**config.mk**
```make
export PLATFORM = sky130hd
export DESIGN_NAME = shift_sequencer
export DESIGN_NICKNAME = d
export VERILOG_FILES = /design/src/rtl/shift_sequencer.sv
export SDC_FILE = /design/constraint.sdc
export NUM_CORES = 1
export LEC_CHECK = 0
export CORE_ASPECT_RATIO = 0.75
export CORE_MARGIN = 1
export CORE_UTILIZATION = 39
export CTS_BUF_LIST = sky130_fd_sc_hd__clkbuf_2
export DETAILED_ROUTE_END_ITERATION = 7
export PLACE_DENSITY_LB_ADDON = 0.2
export SETUP_SLACK_MARGIN = 0.15
export SYNTH_ARGS = -nofsm -noshare
export SYNTH_HDL_FRONTEND = slang
export SYNTH_SLANG_ARGS = --single-unit
```
**constraint.sdc**
```tcl
create_clock -name clk -period 1.2 [get_ports clk]
set_input_delay 0.24 -clock clk [delete_from_list [all_inputs] [get_ports clk]]
set_output_delay 0.24 -clock clk [all_outputs]
set_load 0.05 [all_outputs]
```
**src/rtl/shift_sequencer.sv**
```systemverilog
// Multi-cycle SLL/SRA/SRL/ROR sequencer driving an external 16-bit SLL/SRA barrel shifter.
// Define SHIFT_SEQ_ROR_EN to build the two-pass ROR path; otherwise ROR returns its operand with rsp_err set.
module shift_sequencer (
  input  logic        clk,
  input  logic        rst_n,
  input  logic        req_valid,
  output logic        req_ready,
  input  logic [15:0] req_data,
  input  logic [3:0]  req_amt,
  input  logic [1:0]  req_op,
  output logic [15:0] sh_in,
  output logic [3:0]  sh_val,
  output logic        sh_mode,
  input  logic [15:0] sh_out,
  output logic        rsp_valid,
  input  logic        rsp_ready,
  output logic [15:0] rsp_data,
  output logic        rsp_err,
  output logic        busy
);

  // Handshakes: a transfer happens on any rising edge where valid && ready;
  // valid may not depend on ready, and the response stays stable until taken.
  localparam logic [1:0] IDLE  = 2'd0;
  localparam logic [1:0] PASS1 = 2'd1;
`ifdef SHIFT_SEQ_ROR_EN
  localparam logic [1:0] PASS2 = 2'd2;
`endif
  localparam logic [1:0] RESP  = 2'd3;

  localparam logic [1:0] OP_SLL = 2'b00;
  localparam logic [1:0] OP_ROR = 2'b10;

  logic [1:0]  state;
  logic [15:0] data_q;
  logic [3:0]  amt_q;
  logic [1:0]  op_q;
  logic [15:0] pass1_res;

  assign req_ready = (state == IDLE);
  assign busy      = (state != IDLE);
  assign rsp_valid = (state == RESP);

  // SRL and ROR (op[1] set) reuse the arithmetic shift, so the sign-filled upper bits are cleared.
  assign pass1_res = op_q[1] ? (sh_out & (16'hFFFF >> amt_q)) : sh_out;

  always_comb begin
    sh_in   = 16'h0000;
    sh_val  = 4'd0;
    sh_mode = 1'b0;
    case (state)
      PASS1: begin
        sh_in   = data_q;
        sh_mode = (op_q != OP_SLL);
`ifdef SHIFT_SEQ_ROR_EN
        sh_val  = amt_q;
`else
        sh_val  = (op_q == OP_ROR) ? 4'd0 : amt_q;
`endif
      end
`ifdef SHIFT_SEQ_ROR_EN
      PASS2: begin
        // Left shift by 16-amt supplies the bits rotated out of the low end.
        sh_in   = data_q;
        sh_val  = (~amt_q) + 4'd1;
        sh_mode = 1'b0;
      end
`endif
      default: begin
        sh_in   = 16'h0000;
        sh_val  = 4'd0;
        sh_mode = 1'b0;
      end
    endcase
  end

  always_ff @(posedge clk) begin
    if (!rst_n) begin
      state    <= IDLE;
      data_q   <= 16'h0000;
      amt_q    <= 4'd0;
      op_q     <= 2'b00;
      rsp_data <= 16'h0000;
      rsp_err  <= 1'b0;
    end else begin
      case (state)
        IDLE: begin
          if (req_valid) begin
            data_q <= req_data;
            amt_q  <= req_amt;
            op_q   <= req_op;
            state  <= PASS1;
          end
        end
        PASS1: begin
`ifdef SHIFT_SEQ_ROR_EN
          rsp_data <= pass1_res;
          rsp_err  <= 1'b0;
          if ((op_q == OP_ROR) && (amt_q != 4'd0)) begin
            state <= PASS2;
          end else begin
            state <= RESP;
          end
`else
          if (op_q == OP_ROR) begin
            rsp_data <= data_q;
            rsp_err  <= 1'b1;
          end else begin
            rsp_data <= pass1_res;
            rsp_err  <= 1'b0;
          end
          state <= RESP;
`endif
        end
`ifdef SHIFT_SEQ_ROR_EN
        PASS2: begin
          rsp_data <= rsp_data | sh_out;
          state    <= RESP;
        end
`endif
        RESP: begin
          if (rsp_ready) begin
            state <= IDLE;
          end
        end
        default: state <= IDLE;
      endcase
    end
  end

endmodule

```
* Word level (Yosys, flattened, before mapping)
Index checks and enable logic that the tools add are counted.
** Word-level totals
- Register bits after elaboration :: 41
- Bits of input ports :: 42
- Output and inout port bits :: 41
- Word-level logic and storage cells :: 28
** Cells by class
- Eq/ne operators :: 5
- Shifts and indexed selects :: 1
- Mux-type cells :: 10
- Bitwise gates (word level) :: 1
- Reductions and logical operators :: 5
** Operators with widths (count)
- 2-to-1 mux 16 bit :: 3
- AND 16 bit :: 1
- >> shifter 16 x 4 -> 16 bit (first input constant) :: 1
- 2-to-1 mux 4 bit :: 2
- case mux 2 bit (3 select lines) :: 1
- == test 2 bit (second input constant) :: 2
- 2-to-1 mux 2 bit :: 2
- AND reduction 2 bit :: 2
- nonzero test 2 bit :: 2
- == test 2 x 1 -> 1 bit (second input constant) :: 1
- logical NOT 2 bit :: 1
- 2-to-1 mux 1 bit :: 2
- inequality test 2 x 1 -> 1 bit (second input constant) :: 1
- inequality test 2 bit (second input constant) :: 1

* Depth between registers and ports, before layout
Gate-level depths: netlist of the first run.
- Depth after elaboration :: 4
- Gate-level depth with buffers :: 5
- Gate-level depth less buffers :: 4

* Worst setup path before layout of the first run
Ideal clock, no wire load.
- Kind :: reg-to-output
- From :: register state[1]
- To :: output sh_val[0]
- Arrival :: 1.849 ns
- Required time :: 0.960 ns
- Setup slack :: -0.889 ns
- Cell stages (with the launch flop) :: 5
- Path buffers :: 2
- Cell sequence :: dfxtp_1 -> nand2b_1 -> buf_6 -> buf_4 -> nor3_1
** On the way
- Cells in the longest elaborated chain, start to end :: 2
** RTL lines
- start, declared :: RTL line 34 : logic [1:0] state;
- start signal, assigned :: RTL line 79 : state <= IDLE;
- start signal, assigned :: RTL line 92 : state <= PASS1;
- start signal, assigned :: RTL line 112 : state <= RESP;
- == test 2 x 1 -> 1 bit :: RTL line 51 : case (state)
- 2-to-1 mux 4 bit :: RTL line 51
- end, declared :: RTL line 12 : output logic [3:0] sh_val,
No other way between the ends.

* Worst setup path after layout of the first run
- From :: register state[0]
- To :: output sh_val[1]
The elaborated chain is that of the path after synthesis.

==> run_summary.xml, run 1 <==
<?xml version="1.0" encoding="UTF-8"?>
<metrics>
  <group name="outcome">
    <metric name="status" unit="">finished with violations</metric>
    <metric name="violations" unit="">negative setup slack</metric>
  </group>
  <group name="pwr">
    <metric name="switching_power" unit="mW">1.47</metric>
    <metric name="leakagePower" unit="nW">1.53</metric>
    <metric name="power_total" unit="mW">3.98</metric>
    <metric name="p_per_area" unit="nW/um^2">996</metric>
    <metric name="clock_power_share" unit="">0.164</metric>
    <metric name="ir_drop" unit="mV">0.674</metric>
    <metric name="internal_power" unit="mW">2.51</metric>
    <metric name="power.sequential.fraction" unit="">0.400</metric>
    <metric name="power.share.combinational" unit="">0.436</metric>
    <metric name="power.share.switching" unit="">0.370</metric>
  </group>
  <group name="route">
    <metric name="detailedRoute.firstPassIterationCount" unit="">4</metric>
    <metric name="drt_iter0_markers" unit="">165</metric>
    <metric name="number_of_routed_nets_with_antenna_violations" unit="">0</metric>
    <metric name="detail_route.wirelength" unit="um">8720</metric>
    <metric name="post-route-drc-count" unit="">0</metric>
    <metric name="vias" unit="">2406</metric>
    <metric name="routed_wire_length_per_instance" unit="um">21.0</metric>
    <metric name="vias_per_cell" unit="">5.78</metric>
  </group>
  <group name="global_routing">
    <metric name="grt_start_max_net_pins" unit="">23</metric>
    <metric name="antenna_found_initial" unit="">0</metric>
    <metric name="grt_first_pass_wirelength" unit="um">11000</metric>
    <metric name="globalRoute.totalOverflow" unit="">0</metric>
    <metric name="gr-usage-all-layers" unit="">0.303</metric>
    <metric name="grt_pass1_vias" unit="">2141</metric>
  </group>
  <group name="placement">
    <metric name="dpl-instance-area" unit="sq um">3400</metric>
    <metric name="io_buffer_count" unit="">82</metric>
    <metric name="dp_hpwl" unit="um">4310</metric>
    <metric name="routabilityCongestion" unit="">0.817</metric>
  </group>
  <group name="timing">
    <metric name="grt_setup_unrepaired" unit="">yes</metric>
    <metric name="fin_worst_hold_slack" unit="ns">0.311</metric>
    <metric name="period_minus_slack" unit="ns">1.73</metric>
    <metric name="fin_ws" unit="ns">-0.529</metric>
    <metric name="maxClockFrequency" unit="MHz">579</metric>
    <metric name="fin_skew" unit="ns">0.0217</metric>
    <metric name="final.period_utilization" unit="">1.44</metric>
    <metric name="tightestPinTransition" unit="ns">0.504</metric>
    <metric name="setup_viol" unit="">77</metric>
    <metric name="timing_max_transition_violations_final" unit="">0</metric>
    <metric name="timing_hold_violations_final" unit="">0</metric>
    <metric name="slew-limit-headroom" unit="">0.663</metric>
  </group>
  <group name="critical_path">
    <metric name="critPathCaptureType" unit="">output pin</metric>
    <metric name="timing.rr.start" unit="">state[0]</metric>
    <metric name="crit_fanout" unit="">22</metric>
    <metric name="critical_path.max_stage_delay" unit="ns">0.38</metric>
    <metric name="critical-path-top-delay-family" unit="">flip-flops</metric>
    <metric name="r2r_slack" unit="ns">-0.39</metric>
    <metric name="worstPathCellList" unit="">nor2b_4, buf_12, and3_4, buf_12</metric>
    <metric name="buffers_and_inverters_on_the_worst_path" unit="">2</metric>
    <metric name="cp_arrival" unit="ns">1.49</metric>
    <metric name="max_stage_delay_cell_worst_path" unit="">sky130_fd_sc_hd__dfxtp_4</metric>
    <metric name="startpoint_type" unit="">flip-flop</metric>
    <metric name="timing.critical_path.required" unit="ns">0.96</metric>
    <metric name="criticalPathCategory" unit="">flip-flop to output pin</metric>
    <metric name="regToRegEndpoint" unit="">rsp_data[5]</metric>
    <metric name="cell_repeated_most_along_the_worst_path" unit="">sky130_fd_sc_hd__buf_12</metric>
    <metric name="timing.reg2reg.worst_path_depth" unit="">8</metric>
  </group>
  <group name="floorplan">
    <metric name="rows" unit="">21</metric>
    <metric name="core_area" unit="sq um">4550</metric>
    <metric name="floorplan.die.height" unit="um">62.0</metric>
    <metric name="pin_count" unit="">83</metric>
    <metric name="die_width" unit="um">82.0</metric>
    <metric name="floorplan.die_area" unit="sq um">5080</metric>
    <metric name="initial_core_util" unit="">0.412</metric>
  </group>
  <group name="synthesis">
    <metric name="seq_area_frac_synth" unit="">0.439</metric>
    <metric name="synth.ff_latch_count" unit="">41</metric>
    <metric name="synth_flop_cell" unit="">sky130_fd_sc_hd__dfxtp_1</metric>
    <metric name="synth.net_count" unit="">275</metric>
    <metric name="synthesis.yosys.warnings" unit="">0</metric>
    <metric name="syn_area" unit="sq um">1870</metric>
    <metric name="synth-async-reset-ratio" unit="">0</metric>
    <metric name="synth_top_cell_area_share" unit="">0.439</metric>
    <metric name="synthTopCellsByArea" unit="">sky130_fd_sc_hd__dfxtp_1 (44%), sky130_fd_sc_hd__nand2_1 (11%), sky130_fd_sc_hd__a21oi_1 (9.9%)</metric>
    <metric name="synth_top_area_cell" unit="">sky130_fd_sc_hd__dfxtp_1</metric>
    <metric name="postSynthCellCount" unit="">233</metric>
    <metric name="synth-edff-count" unit="">0</metric>
    <metric name="ys_types" unit="">37</metric>
    <metric name="synth.avg_cell_area" unit="sq um">8.03</metric>
  </group>
  <group name="worst_hold_path">
    <metric name="whs_path_depth" unit="">3</metric>
    <metric name="holdPathEnd" unit="">op_q[1]</metric>
    <metric name="hp-start" unit="">req_op[1]</metric>
    <metric name="hold_class" unit="">primary input to flip-flop</metric>
  </group>
  <group name="layout">
    <metric name="post-route-cell-area" unit="sq um">3990</metric>
    <metric name="num-nets-final" unit="">400</metric>
    <metric name="diodes" unit="">0</metric>
    <metric name="flow.area_growth_from_synthesis" unit="%">113</metric>
    <metric name="drive_gt1_frac" unit="">0.557</metric>
    <metric name="fillers" unit="">195</metric>
    <metric name="layout.cells.most_common" unit="">sky130_fd_sc_hd__buf_12</metric>
    <metric name="mostFrequentLayoutCells" unit="">sky130_fd_sc_hd__buf_12 (42), sky130_fd_sc_hd__clkdlybuf4s50_1 (41), sky130_fd_sc_hd__nand2_1 (35), sky130_fd_sc_hd__buf_4 (29), sky130_fd_sc_hd__a21oi_1 (27)</metric>
  </group>
  <group name="cts">
    <metric name="clk-insertion-delay-late" unit="ns">0.44</metric>
    <metric name="root_buffer" unit="">sky130_fd_sc_hd__clkbuf_2</metric>
    <metric name="number_of_clock_buffers_inserted_by_tritoncts" unit="">5</metric>
    <metric name="cts_tree" unit="">built</metric>
    <metric name="cts_num_sinks" unit="">41</metric>
    <metric name="cts-htree-levels" unit="">2</metric>
    <metric name="clk_pin_slew_worst_paths" unit="ns">0.22</metric>
    <metric name="cts.path.max_buffers" unit="">2</metric>
  </group>
  <group name="flow_run">
    <metric name="max_cap_viol_count" unit="">0</metric>
  </group>
</metrics>
## flip-flops by register name (all words and copies together), names as in the netlist
signal and cells:
rsp_data 16, rsp_err 1, data_q 16, amt_q 4, state 2, op_q 2
## final cells by class
| cell class | count | area (sq um) | area share |
|---|---|---|---|
| clock buffer | 8 | 40.0 | 0.0100 |
| sequential | 41 | 872 | 0.219 |
| tap | 57 | 71.3 | 0.0179 |
| multi-input combinational | 173 | 1250 | 0.313 |
| timing repair buffer | 131 | 1740 | 0.435 |
| inverter | 6 | 22.5 | 0.00564 |
## worst min-delay path, stage by stage
cell and delay [ns]:
sky130_fd_sc_hd__clkdlybuf4s50_1 0.41, sky130_fd_sc_hd__nand2_2 0.06, sky130_fd_sc_hd__a21oi_2 0.04
## per-stage QoR
stage	setup WS [ns]	util	setup TNS (ns)	std cells
after CTS	-0.497	0.821	-17.55	404
final	-0.529	0.878	-22.60	416
after detailed placement	-0.231	0.748	-6.57	380
after global routing	-0.597	0.878	-26.78	416
after floorplan	-0.250	-	-2.44	233
after global placement	-0.126	0.748	-4.15	380
## synthesized netlist by cell type, types with 3 or more instances
| library cell | number |
|---|---|
| sky130_fd_sc_hd__a21oi_1 | 37 |
| sky130_fd_sc_hd__a22oi_1 | 9 |
| sky130_fd_sc_hd__and2_1 | 17 |
| sky130_fd_sc_hd__buf_2 | 4 |
| sky130_fd_sc_hd__buf_6 | 5 |
| sky130_fd_sc_hd__clkbuf_1 | 5 |
| sky130_fd_sc_hd__dfxtp_1 | 41 |
| sky130_fd_sc_hd__inv_1 | 5 |
| sky130_fd_sc_hd__nand2_1 | 54 |
| sky130_fd_sc_hd__nand3_1 | 9 |
| sky130_fd_sc_hd__nor2_1 | 7 |
| sky130_fd_sc_hd__nor3_1 | 3 |
| sky130_fd_sc_hd__o211ai_1 | 5 |
| sky130_fd_sc_hd__o21ai_0 | 4 |
## cell families (layout without fill, tap and decap cells)
group	after synthesis	in the layout	synth area share
multiplexers	2	2	0.0114
AND/OR/NAND/NOR	100	103	0.252
AO/OA/AOI/OAI	68	68	0.227
flip-flops	41	41	0.439
buffers and inverters	22	145	0.0709
## per-layer routing
metal  vias up  track usage  wire length [um]  share of wire
met5         -            0                 0              0
met4         0        0.160               466          0.053
met3        46       0.0642               771          0.088
met2       167        0.511              4140           0.48
met1      1136        0.370              3340           0.38
li1       1057            -                 -              -
## power by group through the flow
stage	registers, mW	clock network (mW)	logic (mW)
3_3_place_gp	1.60	0	1.32
3_5_place_dp	1.60	0	1.34
2_1_floorplan	1.73	0	0.568
6_report	1.59	0.651	1.73
5_1_grt	1.60	0.708	1.79
4_1_cts	1.58	0.615	1.51
## how the worst max path moves through the flow
| stage | depth (start not counted) | slack (ns) | from | endpoint |
|---|---|---|---|---|
| final | 4 | -0.53 | state[0] | sh_val[1] |
| after global routing | 4 | -0.60 | state[0] | sh_val[1] |
| after CTS | 4 | -0.50 | state[0] | sh_val[1] |
| after detailed placement | 4 | -0.23 | req_valid | data_q[15] |
| after global placement | 4 | -0.13 | req_valid | data_q[8] |
| after floorplan | 4 | -0.25 | state[1] | sh_val[3] |
## what timing repair did
item	CTS	global route
pin swaps	21	16
setup endpoints to repair	80	81
cloned	4	3
hold buffers	0	0
resized for setup	56	40
buffers inserted	12	9
Power figures use the tool's default switching activity.
==> run 2, diff against run 1 <==
--- a/config.mk
+++ b/config.mk
@@ -7,11 +7,13 @@
 export LEC_CHECK = 0
 export CORE_ASPECT_RATIO = 0.75
 export CORE_MARGIN = 1
-export CORE_UTILIZATION = 39
+export CORE_UTILIZATION = 53
 export CTS_BUF_LIST = sky130_fd_sc_hd__clkbuf_2
 export DETAILED_ROUTE_END_ITERATION = 7
+export DONT_BUFFER_PORTS = 1
 export PLACE_DENSITY_LB_ADDON = 0.2
 export SETUP_SLACK_MARGIN = 0.15
+export SKIP_CTS_REPAIR_TIMING = 1
 export SYNTH_ARGS = -nofsm -noshare
 export SYNTH_HDL_FRONTEND = slang
 export SYNTH_SLANG_ARGS = --single-unit
==> run_summary.xml, run 2 <==
<?xml version="1.0" encoding="UTF-8"?>
<metrics>
  <group name="synthesis">
    <metric name="synth_flop_cell" unit="">sky130_fd_sc_hd__dfxtp_1</metric>
    <metric name="synth.ff_latch_count" unit="">41</metric>
    <metric name="synth-edff-count" unit="">0</metric>
    <metric name="synthesis.yosys.warnings" unit="">0</metric>
    <metric name="ys_types" unit="">37</metric>
    <metric name="synth_top_area_cell" unit="">sky130_fd_sc_hd__dfxtp_1</metric>
    <metric name="seq_area_frac_synth" unit="">0.439</metric>
    <metric name="synth.net_count" unit="">275</metric>
    <metric name="ranking_of_synthesized_cells_by_instance_count" unit="">sky130_fd_sc_hd__nand2_1 (54), sky130_fd_sc_hd__dfxtp_1 (41), sky130_fd_sc_hd__a21oi_1 (37)</metric>
    <metric name="post-synth-top-count-cell" unit="">sky130_fd_sc_hd__nand2_1</metric>
    <metric name="synth-async-reset-ratio" unit="">0</metric>
    <metric name="synth.avg_cell_area" unit="sq um">8.03</metric>
    <metric name="synthTopCellsByArea" unit="">sky130_fd_sc_hd__dfxtp_1 (44%), sky130_fd_sc_hd__nand2_1 (11%), sky130_fd_sc_hd__a21oi_1 (9.9%)</metric>
    <metric name="postSynthCellCount" unit="">233</metric>
    <metric name="synth_top_cell_area_share" unit="">0.439</metric>
    <metric name="syn_area" unit="sq um">1870</metric>
  </group>
  <group name="floorplan">
    <metric name="initial_core_util" unit="">0.561</metric>
    <metric name="die_width" unit="um">70.6</metric>
    <metric name="pin_count" unit="">83</metric>
    <metric name="floorplan.die.height" unit="um">53.5</metric>
    <metric name="rows" unit="">18</metric>
  </group>
  <group name="outcome">
    <metric name="failed_stage" unit="">global routing</metric>
    <metric name="error_line" unit="">[ERROR DPL-0038] Utilization greater than 100%, impossible to legalize</metric>
    <metric name="status" unit="">stopped before the end</metric>
  </group>
  <group name="placement">
    <metric name="post-place-ws" unit="ns">-0.0992</metric>
    <metric name="routabilityCongestion" unit="">0.929</metric>
    <metric name="dp_hpwl" unit="um">3820</metric>
    <metric name="io_buffer_count" unit="">0</metric>
  </group>
  <group name="cts">
    <metric name="number_of_clock_buffers_inserted_by_tritoncts" unit="">5</metric>
    <metric name="root_buffer" unit="">sky130_fd_sc_hd__clkbuf_2</metric>
    <metric name="cts-htree-levels" unit="">2</metric>
    <metric name="cts.path.max_buffers" unit="">2</metric>
    <metric name="cts_num_sinks" unit="">41</metric>
  </group>
  <group name="timing">
    <metric name="worst-endpoint-pin-kind" unit="">primary output</metric>
    <metric name="timing.grt.repair.worst_endpoint" unit="">sh_val[1]</metric>
  </group>
  <group name="global_routing">
    <metric name="grt_start_max_net_pins" unit="">23</metric>
  </group>
</metrics>
run 2: cell counts after synthesis:
Identical to the previous run, type by type.
run 2: cells by family after synthesis:
family,synth area share
flops,0.439
compound gates,0.227
buf+inv,0.0709
simple gates,0.252
mux,0.0114
run 2: metrics by stage:
step	TNS, ns	hold WS, ns	instances	util	instance area [sq um]
floorplan	-2.44	0.335	233	-	2040
global placement	-0.642	0.350	305	0.714	2380
detailed placement	-1.85	0.362	305	0.714	2380
CTS	-13.11	-0.0620	312	0.724	2410
==> run 3, diff against run 2 <==
==> config.mk (replaced) <==
export PLATFORM = sky130hd
export DESIGN_NAME = shift_sequencer
export DESIGN_NICKNAME = d
export VERILOG_FILES = /design/src/rtl/shift_sequencer.sv
export SDC_FILE = /design/constraint.sdc
export NUM_CORES = 1
export LEC_CHECK = 0
export CORE_MARGIN = 1
export CORE_UTILIZATION = 38
export DETAILED_ROUTE_END_ITERATION = 7
export DONT_BUFFER_PORTS = 1
export PLACE_DENSITY_LB_ADDON = 0.15
export SKIP_CTS_REPAIR_TIMING = 1
export SYNTH_ARGS = -nofsm -noshare
export SYNTH_HDL_FRONTEND = slang
export SYNTH_SLANG_ARGS = --single-unit
==> constraint.sdc (replaced) <==
create_clock -name clk -period 1.55 [get_ports clk]
set_input_delay 0.31 -clock clk [delete_from_list [all_inputs] [get_ports clk]]
set_output_delay 0.31 -clock clk [all_outputs]
set_load 0.05 [all_outputs]
==> run_summary.xml, run 3 (synthesis gave the netlist of run 1 again) <==
<?xml version="1.0" encoding="UTF-8"?>
<metrics>
  <group name="critical_path">
    <metric name="critical-path-top-delay-family" unit="">simple AND/OR/NAND/NOR gates</metric>
    <metric name="max_stage_delay_cell_worst_path" unit="">sky130_fd_sc_hd__dfxtp_4</metric>
    <metric name="crit_fanout" unit="">7</metric>
    <metric name="critical_path.max_stage_delay" unit="ns">0.36</metric>
    <metric name="startpoint_type" unit="">flip-flop</metric>
    <metric name="critPathCaptureType" unit="">output pin</metric>
    <metric name="criticalPathCategory" unit="">flip-flop to output pin</metric>
    <metric name="buffers_and_inverters_on_the_worst_path" unit="">2</metric>
    <metric name="worstPathCellList" unit="">nor2b_4, buf_12, and2_1, buf_12</metric>
    <metric name="timing.critical_path.required" unit="ns">1.24</metric>
    <metric name="cell_repeated_most_along_the_worst_path" unit="">sky130_fd_sc_hd__buf_12</metric>
    <metric name="cp_arrival" unit="ns">1.36</metric>
  </group>
  <group name="pwr">
    <metric name="leakagePower" unit="nW">0.982</metric>
    <metric name="power_total" unit="mW">2.70</metric>
    <metric name="p_per_area" unit="nW/um^2">1040</metric>
    <metric name="ir_drop" unit="mV">0.615</metric>
  </group>
  <group name="route">
    <metric name="vias_per_cell" unit="">5.25</metric>
    <metric name="detailedRoute.firstPassIterationCount" unit="">4</metric>
    <metric name="post-route-drc-count" unit="">0</metric>
    <metric name="routed_wire_length_per_instance" unit="um">16.3</metric>
    <metric name="vias" unit="">1773</metric>
    <metric name="number_of_routed_nets_with_antenna_violations" unit="">0</metric>
    <metric name="detail_route.wirelength" unit="um">5500</metric>
    <metric name="drt_iter0_markers" unit="">160</metric>
  </group>
  <group name="flow_run">
    <metric name="max_cap_viol_count" unit="">0</metric>
  </group>
  <group name="floorplan">
    <metric name="core_area" unit="sq um">4720</metric>
    <metric name="die_width" unit="um">72.2</metric>
    <metric name="floorplan.die.height" unit="um">72.2</metric>
    <metric name="initial_core_util" unit="">0.396</metric>
    <metric name="rows" unit="">25</metric>
    <metric name="floorplan.die_area" unit="sq um">5210</metric>
    <metric name="pin_count" unit="">83</metric>
  </group>
  <group name="timing">
    <metric name="setup_viol" unit="">20</metric>
    <metric name="final.period_utilization" unit="">1.08</metric>
    <metric name="grt_setup_unrepaired" unit="">yes</metric>
    <metric name="finalSetupTns" unit="ns">-1.74</metric>
    <metric name="fin_worst_hold_slack" unit="ns">0.123</metric>
    <metric name="slew-limit-headroom" unit="">0.629</metric>
    <metric name="fin_ws" unit="ns">-0.124</metric>
    <metric name="period_minus_slack" unit="ns">1.67</metric>
    <metric name="maxClockFrequency" unit="MHz">597</metric>
    <metric name="fin_skew" unit="ns">0.00332</metric>
    <metric name="timing_hold_violations_final" unit="">0</metric>
    <metric name="tightestPinTransition" unit="ns">0.556</metric>
    <metric name="timing_max_transition_violations_final" unit="">0</metric>
  </group>
  <group name="layout">
    <metric name="reg_top3" unit="">data_q (16), rsp_data (16), amt_q (4)</metric>
    <metric name="mostFrequentLayoutCells" unit="">sky130_fd_sc_hd__nand2_1 (54), sky130_fd_sc_hd__dfxtp_1 (38), sky130_fd_sc_hd__a21oi_1 (37), sky130_fd_sc_hd__buf_4 (28), sky130_fd_sc_hd__buf_12 (11)</metric>
    <metric name="num-nets-final" unit="">313</metric>
    <metric name="flow.area_growth_from_synthesis" unit="%">39.3</metric>
    <metric name="layout.cells.most_common" unit="">sky130_fd_sc_hd__nand2_1</metric>
    <metric name="post-route-cell-area" unit="sq um">2610</metric>
    <metric name="drive_gt1_frac" unit="">0.306</metric>
    <metric name="diodes" unit="">0</metric>
  </group>
  <group name="outcome">
    <metric name="status" unit="">finished with violations</metric>
    <metric name="violations" unit="">negative setup slack</metric>
  </group>
  <group name="placement">
    <metric name="routabilityCongestion" unit="">0.792</metric>
    <metric name="io_buffer_count" unit="">0</metric>
    <metric name="post-place-ws" unit="ns">0.106</metric>
    <metric name="dpl-instance-area" unit="sq um">2250</metric>
    <metric name="dp_hpwl" unit="um">3630</metric>
  </group>
  <group name="global_routing">
    <metric name="gr-usage-all-layers" unit="">0.199</metric>
    <metric name="globalRoute.totalOverflow" unit="">0</metric>
    <metric name="grt_start_max_net_pins" unit="">30</metric>
    <metric name="grt_first_pass_wirelength" unit="um">7830</metric>
    <metric name="antenna_found_initial" unit="">0</metric>
    <metric name="grt_pass1_vias" unit="">1539</metric>
  </group>
  <group name="cts">
    <metric name="clk-insertion-delay-late" unit="ns">0.28</metric>
    <metric name="number_of_clock_buffers_inserted_by_tritoncts" unit="">5</metric>
    <metric name="cts.path.max_buffers" unit="">2</metric>
    <metric name="root_buffer" unit="">sky130_fd_sc_hd__clkbuf_8</metric>
    <metric name="cts_tree" unit="">built</metric>
    <metric name="cts_num_sinks" unit="">41</metric>
    <metric name="clk_pin_slew_worst_paths" unit="ns">0.07</metric>
    <metric name="cts-htree-levels" unit="">2</metric>
  </group>
  <group name="worst_hold_path">
    <metric name="hold_class" unit="">primary input to flip-flop</metric>
  </group>
</metrics>
-- run 3: routing by layer --
| metal | wire length [um] | track usage |
|---|---|---|
| met5 | 0 | 0 |
| met4 | 54 | 0.0588 |
| met3 | 505 | 0.0764 |
| met2 | 2590 | 0.299 |
| met1 | 2350 | 0.264 |
-- run 3: metrics by stage --
| stage | cells | util |
|---|---|---|
| after global routing | 338 | 0.552 |
| after global placement | 315 | 0.477 |
| after floorplan | 233 | - |
| after detailed placement | 315 | 0.477 |
| after CTS | 322 | 0.495 |
| final | 338 | 0.552 |
-- run 3: layout make-up --
type	instances	area (sq um)
fillers	469	2120
multi-input cells	170	1020
flip-flops and latches	41	830
repair buffers	47	562
clock buffers	7	86.3
well taps	67	83.8
inverters	6	22.5
-- run 3: power breakdown --
| group | total, mW | switching (mW) | leakage [nW] | internal, mW |
|---|---|---|---|---|
| clock | 0.687 | 0.334 | 0.0443 | 0.353 |
| sequential | 1.28 | 0.149 | 0.338 | 1.13 |
| combinational | 0.735 | 0.418 | 0.600 | 0.317 |
-- run 3: final timing paths --
| kind | startpoint | end | slack [ns] | cells past startpoint |
|---|---|---|---|---|
| setup / recovery | state[0] | sh_in[2] | -0.12 | 4 |
| hold reg to reg | data_q[10] | data_q[10] | 0.47 | 2 |
| setup reg to reg | state[0] | rsp_data[3] | 0.13 | 7 |
| hold / removal | rsp_ready | state[1] | 0.12 | 1 |
